`config.mk`:
```
export PLATFORM = sky130hd
export DESIGN_NAME = lif_neuron
export DESIGN_NICKNAME = d
export VERILOG_FILES = /design/src/rtl/lif_neuron.sv
export SDC_FILE = /design/constraint.sdc
export NUM_CORES = 1
export LEC_CHECK = 0
export CAP_MARGIN = 40
export CELL_PAD_IN_SITES_DETAIL_PLACEMENT = 0
export CELL_PAD_IN_SITES_GLOBAL_PLACEMENT = 1
export CORE_ASPECT_RATIO = 0.5
export CORE_MARGIN = 1.5
export CORE_UTILIZATION = 45
export DETAILED_ROUTE_END_ITERATION = 12
export DONT_BUFFER_PORTS = 1
export PLACE_DENSITY = 0.8
export SETUP_SLACK_MARGIN = 0.05
export SKIP_CTS_REPAIR_TIMING = 1
export SLEW_MARGIN = 20
export SYNTH_ARGS = -nofsm -noshare
export SYNTH_HDL_FRONTEND = slang
export SYNTH_SLANG_ARGS = --single-unit
```
`constraint.sdc`:
```
create_clock -name clk -period 19.8 [get_ports clk]
set_input_delay 2.97 -clock clk [delete_from_list [all_inputs] [get_ports clk]]
set_output_delay 2.97 -clock clk [all_outputs]
set_load 0.005 [all_outputs]
```
`src/rtl/lif_neuron.sv`:
```
// lif_neuron: leaky integrate-and-fire neuron.
//
// Each enabled cycle the neuron does three things. It adds up the weights of
// the asserted spike inputs. It subtracts a shift-based leak from the membrane
// potential. It fires a one-cycle output spike when the saturated result
// reaches the threshold. After firing, the neuron sits in a refractory period
// of REFRAC_CYCLES cycles. During that period the inputs are ignored.
//
// Ports:
//   clk        system clock
//   reset      synchronous active-high reset, highest priority
//   enable     1 = neuron advances, 0 = membrane/state/counter freeze
//   spike_in   one bit per encoder spike output
//   w_we       weight write strobe
//   w_addr     weight index; indices >= NUM_IN are dropped
//   w_data     signed weight value
//   thr_we     threshold write strobe
//   thr_data   unsigned threshold
//   spike_out  registered output spike, one cycle wide
//   membrane   current signed membrane potential
//   refractory high while the neuron is refractory
module lif_neuron #(
    parameter int NUM_IN         = 4,
    parameter int W_WIDTH        = 4,
    parameter int V_WIDTH        = 8,
    parameter int LEAK_SHIFT     = 3,
    parameter int REFRAC_CYCLES  = 3,
    parameter int THRESH_DEFAULT = 32,
    parameter int W_DEFAULT      = 4
) (
    input  logic                      clk,
    input  logic                      reset,
    input  logic                      enable,
    input  logic [NUM_IN-1:0]         spike_in,
    input  logic                      w_we,
    // One bit wider than a bare index so out-of-range addresses can be
    // expressed and then ignored.
    input  logic [$clog2(NUM_IN):0]   w_addr,
    input  logic [W_WIDTH-1:0]        w_data,
    input  logic                      thr_we,
    input  logic [V_WIDTH-2:0]        thr_data,
    output logic                      spike_out,
    output logic [V_WIDTH-1:0]        membrane,
    output logic                      refractory
);

    localparam int S_W   = W_WIDTH + $clog2(NUM_IN) + 1;
    localparam int F_W   = ((V_WIDTH > S_W) ? V_WIDTH : S_W) + 2;
    localparam int CNT_W = (REFRAC_CYCLES > 0) ? $clog2(REFRAC_CYCLES + 1) : 1;

    localparam logic signed [F_W-1:0] VMAX_F = F_W'(2 ** (V_WIDTH - 1) - 1);
    localparam logic signed [F_W-1:0] VMIN_F = -VMAX_F - F_W'(1);

    typedef enum logic {INTEGRATE, REFRACTORY} state_t;

    state_t                     state_q;
    logic [CNT_W-1:0]           cnt_q;
    logic signed [V_WIDTH-1:0]  v_q;
    logic                       spike_q;
    logic [V_WIDTH-2:0]         thr_q;
    logic signed [W_WIDTH-1:0]  weight_q [NUM_IN];

    logic signed [S_W-1:0]      sum;
    logic signed [V_WIDTH-1:0]  leak;
    logic signed [F_W-1:0]      vFull;
    logic signed [V_WIDTH-1:0]  vNext_d;
    logic                       fire;
    logic                       addrValid;

    // Weighted input sum plus leak, formed wide enough that neither step can
    // overflow. The result is then clamped into the membrane range. The clamp
    // keeps a strongly inhibited neuron pinned at the minimum instead of
    // letting it wrap around to a large positive value.
    always_comb begin
        sum = '0;
        for (int i = 0; i < NUM_IN; i++) begin
            if (spike_in[i]) begin
                sum = sum + {{(S_W - W_WIDTH){weight_q[i][W_WIDTH-1]}}, weight_q[i]};
            end
        end
        leak  = v_q >>> LEAK_SHIFT;
        vFull = {{(F_W - V_WIDTH){v_q[V_WIDTH-1]}}, v_q}
              - {{(F_W - V_WIDTH){leak[V_WIDTH-1]}}, leak}
              + {{(F_W - S_W){sum[S_W-1]}}, sum};
        if (vFull > VMAX_F) begin
            vNext_d = VMAX_F[V_WIDTH-1:0];
        end else if (vFull < VMIN_F) begin
            vNext_d = VMIN_F[V_WIDTH-1:0];
        end else begin
            vNext_d = vFull[V_WIDTH-1:0];
        end
        // Threshold is unsigned, so zero-extend it before the signed compare.
        fire      = vNext_d >= $signed({1'b0, thr_q});
        addrValid = int'(w_addr) < NUM_IN;
    end

    // Main state machine and register file. Weight and threshold writes land
    // at the edge regardless of enable. Integration on the same edge still
    // sees the old values because it reads the registers.
    always_ff @(posedge clk) begin
        if (reset) begin
            state_q <= INTEGRATE;
            cnt_q   <= '0;
            v_q     <= '0;
            spike_q <= 1'b0;
            thr_q   <= (V_WIDTH - 1)'(THRESH_DEFAULT);
            for (int i = 0; i < NUM_IN; i++) begin
                weight_q[i] <= W_WIDTH'(W_DEFAULT);
            end
        end else begin
            if (w_we && addrValid) begin
                weight_q[w_addr[$clog2(NUM_IN)-1:0]] <= w_data;
            end
            if (thr_we) begin
                thr_q <= thr_data;
            end
            spike_q <= 1'b0;
            if (enable) begin
                case (state_q)
                    INTEGRATE: begin
                        if (fire) begin
                            spike_q <= 1'b1;
                            v_q     <= '0;
                            if (REFRAC_CYCLES > 0) begin
                                state_q <= REFRACTORY;
                                cnt_q   <= CNT_W'(REFRAC_CYCLES);
                            end
                        end else begin
                            v_q <= vNext_d;
                        end
                    end
                    REFRACTORY: begin
                        v_q   <= '0;
                        cnt_q <= cnt_q - CNT_W'(1);
                        if (cnt_q == CNT_W'(1)) begin
                            state_q <= INTEGRATE;
                        end
                    end
                    default: state_q <= INTEGRATE;
                endcase
            end
        end
    end

    assign spike_out  = spike_q;
    assign membrane   = v_q;
    assign refractory = (state_q == REFRACTORY);

endmodule

```
==> run metrics <==
startpoint class of the critical path=primary input; peak ir drop on the vdd network=0.159 mV; depth of the worst register-to-register path=38; final weighted congestion in routability-driven placement=0.785; peak per-stage delay on the critical path=500 ps; final-report hold violation count=0; list of most frequent post-synthesis cells=35 x sky130_fd_sc_hd__inv_1, 32 x sky130_fd_sc_hd__ha_1, 27 x sky130_fd_sc_hd__nor2_1, 19 x sky130_fd_sc_hd__a21oi_1, 19 x sky130_fd_sc_hd__dfxtp_1; fin cells=418; Num Clock Sinks=35; Worst Max-Slew Pin Slew=536 ps; main flop type after synthesis=sky130_fd_sc_hd__dfxtp_1; summed negative setup slack over all endpoints=0 ps; Worst EP arrival=11,010 ps; largest area contributor in the netlist=sky130_fd_sc_hd__edfxtp_1; Post-Synthesis Net Count=394; antenna violation net count after detailed routing=0; FFs w/ async S/R, synth=0%; placeable core area=6310 sq um; vias per cell=5.37; clock-pin slew reported for the worst setup and hold paths after clock tree synthesis=60 ps; share of the synthesized area in the top cell type=15.7%; global-route wire length before repair=10.4 mm; Clock Path Buffers=2; routed wire length per instance=14.7 um; TritonCTS clock tree=done; worst clock skew=9.65 ps; register bit total from synthesis=35; clock insertion delay at the later pin of the skew report=280 ps; most common cell in the netlist=sky130_fd_sc_hd__inv_1; vias after detailed routing=2,246; placed wire-length estimate=4.99 mm; Netlist cell types=57; number of inserted diodes=0; total standard cell area after synthesis=3060 sq um; area taken by multi-input logic gates=2040 sq um; count of pins on the block boundary=33; origin of the critical flop-to-flop path=weight_q[0][0]$_SDFFCE_PN0P_; chip width=120 um; cell types with the largest area share after synthesis=sky130_fd_sc_hd__edfxtp_1 16%, sky130_fd_sc_hd__ha_1 13%, sky130_fd_sc_hd__dfxtp_1 12%; overall global routing resource usage=18.5%; leakage power=0.00141 uW; pins over their slew limit=0; gate count after technology mapping=329; via count of the first global-routing pass=2,161; worst r2r dst=membrane[4]$_SDFFE_PP0P_; grt total ovfl=0; hold path startpoint=cnt_q[1]$_SDFFE_PP0P_; Crit path required time=19,970 ps; minimum period implied by the final worst setup slack=10,830 ps; Syn Area/Cell=9.29 sq um; Final #Nets=394; pwr/cell area=197 nW/um^2; final-report setup violation count=0; number of buffers added on ports=0; fill cell total of the finished layout=605; origin of the worst setup path=spike_in[0]; slowest stage cell, crit path=sky130_fd_sc_hd__fa_1; detailed-route DRC error count=0; growth of design area from synthesis to finish=7.33%; register area=861 sq um; Die Ht=61.3 um; Hold Path Depth=2; number of flops mapped to enable cells by yosys=16; yosys synthesis warning count=0; CTS buffer count=5; setup slack of the worst register-to-register path=11,270 ps; type of destination of the critical path=flip-flop; maximum number of pins on one net before global-route repair=18; number of DRC markers after the initial detailed-route iteration=66; hold-critical path endpoint=cnt_q[1]$_SDFFE_PP0P_; initial antenna violation count=0; count of TritonRoute iterations in the first routing pass=4; max-capacitance violation count=0; final cycle utilization of the critical path=54.7%; ratio of cells with drive above 1 in the final layout=7.27%; kind of critical path=primary input to flip-flop; class of the most critical hold timing path=flip-flop to flip-flop; total wirelength of the detailed-routed design=6.13 mm; DP Cell Count=410; clock root cell=sky130_fd_sc_hd__clkbuf_16; Max Freq=92.3 MHz; status=completed; number of levels in the clock H-tree=2; fraction of the yosys area taken by sequential cells=28.2%; RSZ-0062 raised after global routing=false; std cell rows=20; Max Fanout on Critical Path=10; die footprint=7330 sq um; initial core utilization=48.5%; Most common cell on crit path=sky130_fd_sc_hd__ha_1; Slew HR=64.0%
==> kinds of logic (layout without fill, tap and decap cells) <==
family | after synthesis | in the layout | synth area share [%]
multiplexers | 19 | 19 | 7.04
adder cells (fa/ha/maj) | 43 | 43 | 20.0
XOR/XNOR | 15 | 15 | 4.79
AO/OA/AOI/OAI | 73 | 73 | 16.7
flip-flops | 35 | 35 | 28.2
buffers and inverters | 42 | 43 | 5.20
AND/OR/NAND/NOR | 102 | 102 | 18.1
==> registers in the layout, summed over array words and instances (netlist names) <==
name,cells
weight_q,16
membrane,8
thr_q,7
cnt_q,2
refractory,1
spike_out,1
==> cell type report <==
cell class                      count  area share (%)
Multi-Input combinational cell    252            62.1
Sequential cell                    35            26.2
Inverter                           35            4.00
Clock buffer                        6            3.93
Tap cell                           88            3.36
Clock inverter                      2           0.381
==> critical path, delay by kind of cell <==
| family | cells | cell delay (ps) |
|---|---|---|
| simple gates | 6 | 980 |
| xor+xnor | 6 | 1240 |
| buf+inv | 4 | 260 |
| fa+ha+maj | 7 | 2160 |
| compound gates | 14 | 2810 |
| mux | 2 | 570 |
==> power breakdown <==
| group | switching (uW) | internal, uW | total, uW |
|---|---|---|---|
| clock | 30.0 | 46.4 | 76.4 |
| combinational | 262 | 206 | 468 |
| sequential | 13.6 | 88.8 | 102 |
| total | 306 | 341 | 646 |
==> metrics by stage <==
stage	hold WS, ps	worst slack [ps]	area (sq um)	util (%)	power, uW
final	477	8970	3280	52.0	646
after global routing	512	8300	3280	52.0	719
after CTS	479	8970	3280	52.0	647
after detailed placement	472	8720	3140	49.8	567
after global placement	456	8890	3140	49.8	556
after floorplan	448	9410	3060	-	478
==> worst max path at each step <==
stage / depth (start not counted) / slack [ps] / end
floorplan: 39 / 9410 / membrane[4]$_SDFFE_PP0P_
global placement: 39 / 8890 / membrane[6]$_SDFFE_PP0P_
detailed placement: 38 / 8720 / membrane[4]$_SDFFE_PP0P_
CTS: 39 / 8970 / membrane[4]$_SDFFE_PP0P_
global route: 37 / 8300 / membrane[6]$_SDFFE_PP0P_
finish: 39 / 8970 / membrane[4]$_SDFFE_PP0P_
==> per-layer routing <==
metal  up-vias  GRT usage [%]  wire (um)  share of wire [%]
met5         -              0          0                  0
met4         0           4.08         16               0.26
met3         2           4.44        179                2.9
met2        24           31.4       2760                 45
met1      1047           24.6       3170                 52
li1       1173              -          -                  -
==> cells in the final DEF, fill, tap and decap left out, types with 2 or more instances in the layout <==
cell	Yosys	layout
sky130_fd_sc_hd__a211oi_1	3	3
sky130_fd_sc_hd__a21o_1	7	7
sky130_fd_sc_hd__a21oi_1	19	19
sky130_fd_sc_hd__a221oi_1	3	3
sky130_fd_sc_hd__a31oi_1	2	2
sky130_fd_sc_hd__a32o_1	2	2
sky130_fd_sc_hd__and2_1	14	14
sky130_fd_sc_hd__and3b_1	2	2
sky130_fd_sc_hd__clkbuf_16	0	5
sky130_fd_sc_hd__dfxtp_1	19	19
sky130_fd_sc_hd__edfxtp_1	16	16
sky130_fd_sc_hd__fa_1	10	10
sky130_fd_sc_hd__ha_1	32	32
sky130_fd_sc_hd__inv_1	35	35
sky130_fd_sc_hd__mux2_2	6	6
sky130_fd_sc_hd__mux2i_1	11	11
sky130_fd_sc_hd__nand2_1	16	16
sky130_fd_sc_hd__nand2b_1	11	11
sky130_fd_sc_hd__nand3_1	7	7
sky130_fd_sc_hd__nand3b_1	2	2
sky130_fd_sc_hd__nand4b_1	2	2
sky130_fd_sc_hd__nor2_1	27	27
sky130_fd_sc_hd__nor2b_1	2	2
sky130_fd_sc_hd__nor3_1	4	4
sky130_fd_sc_hd__nor3b_1	4	4
sky130_fd_sc_hd__o211ai_1	3	3
sky130_fd_sc_hd__o21a_1	4	4
sky130_fd_sc_hd__o21ai_0	7	7
sky130_fd_sc_hd__o21bai_1	5	5
sky130_fd_sc_hd__o221ai_1	2	2
sky130_fd_sc_hd__o22a_1	3	3
sky130_fd_sc_hd__o31ai_1	3	3
sky130_fd_sc_hd__or2_2	4	4
sky130_fd_sc_hd__or3_1	2	2
sky130_fd_sc_hd__xnor2_1	9	9
sky130_fd_sc_hd__xor2_1	4	4
Power figures use the tool's default switching activity.
